--- src/rtl/associative_data_array_requester_pkg.sv ---
// -----------------------------------------------------------------------------
// associative_data_array_requester_pkg
//   Shared definitions for the data-array requester and its response FIFO:
//   controller state encoding, default array geometry and a width helper for
//   occupancy counters.
// -----------------------------------------------------------------------------
package associative_data_array_requester_pkg;

  // Controller states: RST holds everything quiet for one cycle, INIT zeroes
  // the array, RUN serves requests, DRAIN waits out reads before a re-init.
  typedef enum logic [1:0] {
    ST_RST   = 2'd0,
    ST_INIT  = 2'd1,
    ST_RUN   = 2'd2,
    ST_DRAIN = 2'd3
  } state_t;

  // Default array geometry.
  localparam int DEFAULT_ELEMENT_BITS = 64;
  localparam int DEFAULT_NUMBER_SETS  = 64;
  localparam int DEFAULT_NUMBER_WAYS  = 16;
  localparam int DEFAULT_SET_PTR_BITS = $clog2(DEFAULT_NUMBER_SETS);
  localparam int DEFAULT_FIFO_DEPTH   = 4;

  // Width of a counter that must hold every value from 0 to max_value.
  function automatic int count_width(input int max_value);
    return $clog2(max_value + 1);
  endfunction

endpackage

--- src/rtl/associative_data_array_resp_fifo.sv ---
// -----------------------------------------------------------------------------
// associative_data_array_resp_fifo
//   Synchronous FIFO holding read data returned by the data array until the
//   consumer takes it. A pop and a push in the same cycle are legal when full
//   (the freed slot is refilled) and when empty (the pop is ignored and the
//   push still lands).
//
// Ports:
//   clk_in        clock
//   reset_n_in    asynchronous active-low reset, empties the FIFO
//   push_in       write push_data_in at the tail
//   push_data_in  data to push
//   pop_in        remove the head entry
//   pop_data_out  current head entry (meaningful when count_out != 0)
//   count_out     number of stored entries
// -----------------------------------------------------------------------------
module associative_data_array_resp_fifo
  import associative_data_array_requester_pkg::*;
#(
  parameter int WIDTH = DEFAULT_ELEMENT_BITS,
  parameter int DEPTH = DEFAULT_FIFO_DEPTH,
  localparam int PTR_W = $clog2(DEPTH),
  localparam int CNT_W = count_width(DEPTH)
) (
  input  logic             clk_in,
  input  logic             reset_n_in,
  input  logic             push_in,
  input  logic [WIDTH-1:0] push_data_in,
  input  logic             pop_in,
  output logic [WIDTH-1:0] pop_data_out,
  output logic [CNT_W-1:0] count_out
);

  logic [WIDTH-1:0] r_mem [DEPTH];
  logic [PTR_W-1:0] r_wr_ptr;
  logic [PTR_W-1:0] r_rd_ptr;
  logic [CNT_W-1:0] r_count;

  logic w_empty;
  logic w_full;
  logic w_do_push;
  logic w_do_pop;

  assign w_empty   = (r_count == '0);
  assign w_full    = (r_count == CNT_W'(DEPTH));
  assign w_do_pop  = pop_in & ~w_empty;
  assign w_do_push = push_in & (~w_full | w_do_pop);

  // Pointers wrap naturally because DEPTH is a power of two.
  always_ff @(posedge clk_in or negedge reset_n_in) begin
    if (!reset_n_in) begin
      r_wr_ptr <= '0;
      r_rd_ptr <= '0;
      r_count  <= '0;
    end else begin
      // NOTE: clocked state uses <= so every register samples pre-edge values;
      // a blocking = here would let later statements see the updated value.
      if (w_do_push) r_wr_ptr <= r_wr_ptr + 1'b1;
      if (w_do_pop)  r_rd_ptr <= r_rd_ptr + 1'b1;
      case ({w_do_push, w_do_pop})
        2'b10:   r_count <= r_count + 1'b1;
        2'b01:   r_count <= r_count - 1'b1;
        default: r_count <= r_count;
      endcase
    end
  end

  // NOTE: the storage array has no reset; an entry is only ever read after it
  // was pushed, so clearing it would only add reset fan-out.
  always_ff @(posedge clk_in) begin
    if (w_do_push) r_mem[r_wr_ptr] <= push_data_in;
  end

  assign pop_data_out = r_mem[r_rd_ptr];
  assign count_out    = r_count;

endmodule

--- src/rtl/associative_data_array_requester.sv ---
// -----------------------------------------------------------------------------
// associative_data_array_requester
//   Initiator-side controller for the set-associative data array. After reset
//   (or on init_start_in) it writes zero to every way of every set, one set
//   per cycle. In normal operation it forwards read/write requests to the
//   array and queues the one-cycle-latency read data in a response FIFO that
//   is returned in request order. Read acceptance is credit limited so the
//   FIFO can never overflow.
//
// Ports:
//   clk_in, reset_n_in          clock, asynchronous active-low reset
//   req_*                       request channel (valid/ready), write or read
//   resp_*                      read response channel (valid/ready)
//   init_start_in               pulse: drain outstanding reads, re-initialise
//   init_done_out               array initialised, serving requests
//   array_*_out                 command ports to the data array
//   array_read_element_in       array read data, valid the cycle after access
// -----------------------------------------------------------------------------
module associative_data_array_requester
  import associative_data_array_requester_pkg::*;
#(
  parameter int SINGLE_ELEMENT_SIZE_IN_BITS = DEFAULT_ELEMENT_BITS,
  parameter int NUMBER_SETS                 = DEFAULT_NUMBER_SETS,
  parameter int NUMBER_WAYS                 = DEFAULT_NUMBER_WAYS,
  parameter int SET_PTR_WIDTH_IN_BITS       = $clog2(NUMBER_SETS),
  parameter int RESP_FIFO_DEPTH             = DEFAULT_FIFO_DEPTH
) (
  input  logic                                   clk_in,
  input  logic                                   reset_n_in,
  // request channel
  input  logic                                   req_valid_in,
  output logic                                   req_ready_out,
  input  logic                                   req_write_in,
  input  logic [SET_PTR_WIDTH_IN_BITS-1:0]       req_set_addr_in,
  input  logic [NUMBER_WAYS-1:0]                 req_way_select_in,
  input  logic [SINGLE_ELEMENT_SIZE_IN_BITS-1:0] req_write_data_in,
  // response channel
  output logic                                   resp_valid_out,
  input  logic                                   resp_ready_in,
  output logic [SINGLE_ELEMENT_SIZE_IN_BITS-1:0] resp_data_out,
  // initialisation control
  input  logic                                   init_start_in,
  output logic                                   init_done_out,
  // data array interface
  output logic                                   array_access_en_out,
  output logic                                   array_write_en_out,
  output logic [SET_PTR_WIDTH_IN_BITS-1:0]       array_set_addr_out,
  output logic [NUMBER_WAYS-1:0]                 array_way_select_out,
  output logic [SINGLE_ELEMENT_SIZE_IN_BITS-1:0] array_write_element_out,
  input  logic [SINGLE_ELEMENT_SIZE_IN_BITS-1:0] array_read_element_in
);

  localparam int CNT_W = count_width(RESP_FIFO_DEPTH);

  state_t                           r_state;
  logic [SET_PTR_WIDTH_IN_BITS-1:0] r_init_set;
  logic [CNT_W-1:0]                 r_outstanding;  // in-flight read + FIFO entries
  logic                             r_rd_inflight;  // array data is valid this cycle

  logic                                   w_credit_ok;
  logic                                   w_accept;
  logic                                   w_rd_accept;
  logic                                   w_resp_hs;
  logic [CNT_W-1:0]                       w_fifo_count;
  logic [SINGLE_ELEMENT_SIZE_IN_BITS-1:0] w_fifo_data;

  // Writes never need a credit; reads need a free slot counting the read that
  // is still in flight to the array.
  assign w_credit_ok   = (r_outstanding < CNT_W'(RESP_FIFO_DEPTH));
  assign req_ready_out = (r_state == ST_RUN) & (req_write_in | w_credit_ok);
  assign w_accept      = req_valid_in & req_ready_out;
  assign w_rd_accept   = w_accept & ~req_write_in;
  assign w_resp_hs     = resp_valid_out & resp_ready_in;

  assign init_done_out  = (r_state == ST_RUN);
  assign resp_valid_out = (w_fifo_count != '0);
  // The FIFO storage is not reset, so keep the data bus quiet when idle.
  assign resp_data_out  = resp_valid_out ? w_fifo_data : '0;

  // Array command mux: INIT sweeps the sets, RUN passes the request through.
  always_comb begin
    // NOTE: every output gets a default first so no path through the case
    // leaves one unassigned, which would infer a latch.
    array_access_en_out     = 1'b0;
    array_write_en_out      = 1'b0;
    array_set_addr_out      = '0;
    array_way_select_out    = '0;
    array_write_element_out = '0;
    case (r_state)
      ST_INIT: begin
        array_access_en_out  = 1'b1;
        array_write_en_out   = 1'b1;
        array_set_addr_out   = r_init_set;
        array_way_select_out = '1;
      end
      ST_RUN: begin
        array_access_en_out     = w_accept;
        array_write_en_out      = w_accept & req_write_in;
        array_set_addr_out      = req_set_addr_in;
        array_way_select_out    = req_way_select_in;
        array_write_element_out = req_write_data_in;
      end
      default: ;
    endcase
  end

  always_ff @(posedge clk_in or negedge reset_n_in) begin
    if (!reset_n_in) begin
      r_state       <= ST_RST;
      r_init_set    <= '0;
      r_outstanding <= '0;
      r_rd_inflight <= 1'b0;
    end else begin
      r_rd_inflight <= w_rd_accept;

      case ({w_rd_accept, w_resp_hs})
        2'b10:   r_outstanding <= r_outstanding + 1'b1;
        2'b01:   r_outstanding <= r_outstanding - 1'b1;
        default: r_outstanding <= r_outstanding;
      endcase

      case (r_state)
        ST_RST: begin
          r_init_set <= '0;
          r_state    <= ST_INIT;
        end
        ST_INIT: begin
          r_init_set <= r_init_set + 1'b1;
          if (r_init_set == SET_PTR_WIDTH_IN_BITS'(NUMBER_SETS - 1)) r_state <= ST_RUN;
        end
        ST_RUN: begin
          // A request presented alongside init_start_in is still accepted.
          if (init_start_in) r_state <= ST_DRAIN;
        end
        ST_DRAIN: begin
          if (r_outstanding == '0) begin
            r_init_set <= '0;
            r_state    <= ST_INIT;
          end
        end
        default: r_state <= ST_RST;
      endcase
    end
  end

  // Read data is captured in the cycle after the access, before any write
  // issued in that same cycle can change the array contents.
  associative_data_array_resp_fifo #(
    .WIDTH (SINGLE_ELEMENT_SIZE_IN_BITS),
    .DEPTH (RESP_FIFO_DEPTH)
  ) u_resp_fifo (
    .clk_in       (clk_in),
    .reset_n_in   (reset_n_in),
    .push_in      (r_rd_inflight),
    .push_data_in (array_read_element_in),
    .pop_in       (w_resp_hs),
    .pop_data_out (w_fifo_data),
    .count_out    (w_fifo_count)
  );

endmodule

--- config.mk ---
export PLATFORM = sky130hd
export DESIGN_NAME = associative_data_array_requester
export DESIGN_NICKNAME = d
export VERILOG_FILES = /design/src/rtl/associative_data_array_requester_pkg.sv /design/src/rtl/associative_data_array_resp_fifo.sv /design/src/rtl/associative_data_array_requester.sv
export SDC_FILE = /design/constraint.sdc
export NUM_CORES = 1
export LEC_CHECK = 0
export CORE_MARGIN = 10
export CORE_UTILIZATION = 32
export DETAILED_ROUTE_END_ITERATION = 10
export HOLD_SLACK_MARGIN = 0.02
export PLACE_DENSITY = 0.65
export RECOVER_POWER = 50
export SETUP_SLACK_MARGIN = 0.02
export SLEW_MARGIN = 20
export SYNTH_ARGS = -nofsm -noshare
export SYNTH_HDL_FRONTEND = slang
export SYNTH_SLANG_ARGS = --single-unit
--- constraint.sdc ---
create_clock -name clk_in -period 3.65 [get_ports clk_in]
set_input_delay 1.095 -clock clk_in [delete_from_list [all_inputs] [get_ports clk_in]]
set_output_delay 1.095 -clock clk_in [all_outputs]
set_load 0.01 [all_outputs]
==> impl_metrics.tcl, run 1 <==
set metrics [dict create \
    status "finished, final reports clean" \
    yosysSeqAreaShare_pct 71.4 \
    worst-setup-path-type "in2out" \
    cts_buffers 28 \
    crit_arrival_ps 2500 \
    synthCells 641 \
    insertion_delay_ps 530 \
    cts_tree "done" \
    grt_pass1_wl_um 47600 \
    powerDensity_nw_per_um2 716 \
    peakVddDrop_mv 0.442 \
    max_stage_delay_ps 670 \
    r2r-start "u_resp_fifo.count_out[2]" \
    p_switching_mw 3.52 \
    place_area_um2 15200 \
    layout.nets 1159 \
    grt_start_max_net_pins 61 \
    track_usage_pct 14.2 \
    grt_pass1_vias 7387 \
    syn_area_um2 11400 \
    syn_to_final_growth_pct 43.4 \
    relSlewSlack_pct 14.0 \
    post-dp-hpwl_um 23100 \
    pre_cts_ws_ps -61.9 \
    synth_top_cell_area_share_pct 67.2 \
    crit_slowest_cell "clkdlybuf4s50_1" \
    holdBufCountCts 0 \
    finalCritPeriodShare_pct 98.6 \
    wl_um 32400 \
    antenna_found_initial 8 \
    clk_pin_slew_worst_paths_ps 60 \
    synth_seq_cells 275 \
    syn_avg_cell_area_um2 17.8 \
    grt.overflow.total 0 \
    rr_worst_depth 4 \
    p_leak_nw 5.80 \
    first_pass_iters 4 \
    yosysUniqueCellTypes 30 \
    maxCapViolations 0 \
    die_h_um 209 \
    layout_commonest_cell "edfxtp_1" \
    numPortBuffers 310 \
    worst_ep_required_time_ps 2550 \
    period_needed_ps 3600 \
    end_kind "output pin" \
    gp_congestion 0.926 \
    switching_share_pct 29.9 \
    hold_class "reg2reg" \
    seqPwrFrac_pct 31.7 \
    drcViolationCount 0 \
    p_int_mw 8.23 \
    detail-route-antenna-nets 0 \
    rrSetupSlack_ps 1130 \
    cts_sinks 275 \
    synth_nets 811 \
    rsz0062_at_grt "false" \
    tightest_slew_ps 1290 \
    start_util_pct 32.3 \
    r2r-end "u_resp_fifo.r_mem[3][43]" \
    path_buf_inv 2 \
    slew_viol_final 0 \
    setup_ws_ps 50.4 \
    io_pins 311 \
    cts-htree-levels 1 \
    setup_viol 0 \
    min_to "r_outstanding[0]" \
    pwr-share-comb_pct 42.5 \
    power.share.clock_pct 25.8 \
    hold_depth 1 \
    clockBufferDepth 3 \
    yosysTopAreaCell "edfxtp_1" \
    ys_warn_count 0 \
    stdcell_area_um2 16400 \
    worstPathCellList "clkdlybuf4s50_1, and2_1, clkdlybuf4s50_1" \
    final_cell_mix "256 x edfxtp_1, 199 x clkdlybuf4s50_1, 125 x and2_1" \
    num-fill-cells 3099 \
    start_kind "input pin" \
    fin_hold_ws_ps 511 \
    die_x_um 209 \
    placeableCoreArea_um2 35400 \
    wl_per_cell_um 21.9 \
    regArea_um2 8170 \
    max_freq_ghz 0.278 \
    worstHoldStart "r_outstanding[0]" \
    avgViaCountPerCell 4.60 \
    route.vias.total 6797 \
    cp_top_family "buffers and inverters" \
    initialDrtViolationCount 312 \
    cp_max_fo 1 \
    hold_viol_final 0 \
    drive_gt1_share_pct 15.8 \
    die_area_um2 43700 \
    synth_area_leaders "edfxtp_1 67%, mux4_2 13%, and2_1 7.3%" \
    cts_root_buf "clkbuf_16" \
    std_cell_rows 69 \
    fin_worst_skew_ps 12.3 \
    multiInputGateArea_um2 3030 \
    crit_top_cell "clkdlybuf4s50_1" \
]
[Yosys cell counts]
| cell type | n |
|---|---|
| edfxtp_1 | 256 |
| and2_1 | 133 |
| mux4_2 | 64 |
| a21oi_1 | 22 |
| nor2_1 | 22 |
| clkbuf_1 | 20 |
| dfrtp_1 | 19 |
| nand2_1 | 17 |
| inv_1 | 16 |
| ha_1 | 12 |
| buf_2 | 9 |
| buf_6 | 5 |
| nand3_1 | 5 |
| xnor2_1 | 5 |
| and3_1 | 4 |
| o21ai_0 | 4 |
| xor2_1 | 4 |
| a22oi_1 | 3 |
| buf_1 | 3 |
| mux2i_1 | 3 |
| o221ai_1 | 3 |
| fa_1 | 2 |
| nand2b_1 | 2 |
| nand3b_1 | 2 |
| a211o_1 | 1 |
| nor3_1 | 1 |
| o31ai_2 | 1 |
| o41a_1 | 1 |
| or3_1 | 1 |
| or4_1 | 1 |
[cell type report]
cell class	count	area share, %
tap	461	3.52
sequential	275	49.8
timing repair buffer	355	21.7
inverter	16	0.366
multi-input combinational	313	18.5
antenna	5	0.0763
clock inverter	19	1.55
clock buffer	33	4.52
[repair_timing]
item | in CTS | in global routing
buffers inserted | 10 | 14
setup endpoints to repair | 66 | 31
gates resized for setup | 45 | 12
gates cloned | 1 | 0
[metal layers]
| layer | vias to the layer above | global-route usage, % | part of all wire [%] |
|---|---|---|---|
| li1 | 3132 | - | - |
| met1 | 3341 | 15.4 | 37 |
| met2 | 276 | 25.1 | 51 |
| met3 | 42 | 5.35 | 9.0 |
| met4 | 6 | 4.37 | 2.7 |
| met5 | - | 0 | 0.13 |
[state kept, by name (all words and copies together), names as in the netlist]
signal	cells
u_resp_fifo.r_mem	256
r_init_set	6
r_outstanding	3
u_resp_fifo.count_out	3
r_state	2
u_resp_fifo.r_rd_ptr	2
u_resp_fifo.r_wr_ptr	2
r_rd_inflight	1
[metrics by stage]
stage / util (%) / setup TNS, ps / power [mW] / instances
after floorplan: - / 0 / 6.33 / 641
after global placement: 42.9 / -83.4 / 8.81 / 1395
after detailed placement: 42.9 / -61.9 / 8.81 / 1395
after CTS: 46.0 / -13.5 / 11.9 / 1458
after global routing: 46.3 / 0 / 12.4 / 1474
final: 46.3 / 0 / 11.7 / 1477
[logic make-up after synthesis]
family / synth area share (%)
compound gates: 1.85
xor+xnor: 0.689
fa+ha+maj: 1.66
buf+inv: 2.17
flops: 71.4
mux: 12.9
simple gates: 9.40
[power by group through the flow]
| stage | clock (mW) | combinational, mW | sequential, mW |
|---|---|---|---|
| after floorplan | 0 | 2.58 | 3.74 |
| after global placement | 0 | 4.96 | 3.85 |
| after detailed placement | 0 | 4.96 | 3.86 |
| after CTS | 3.13 | 5.02 | 3.73 |
| after global routing | 3.26 | 5.40 | 3.75 |
| final | 3.03 | 4.99 | 3.73 |
[worst max path at each step]
stage	from	endpoint	slack (ps)	cells after the start
after floorplan	resp_ready_in	u_resp_fifo.r_mem[0][0]	350	2
after global placement	req_write_in	array_access_en_out	-80	6
after detailed placement	req_write_in	array_access_en_out	-60	6
after CTS	u_resp_fifo.r_rd_ptr[0]	resp_data_out[23]	-5	4
after global routing	u_resp_fifo.r_rd_ptr[0]	resp_data_out[35]	10	5
final	req_write_data_in[8]	array_write_element_out[8]	50	3
(Power assumes the default switching activity.)
==> run 2: changes to the inputs <==
- CAP_MARGIN: default -> 20
==> results of run 2 <==
The final DEF is identical to that of run 1; final timing and power are the same.
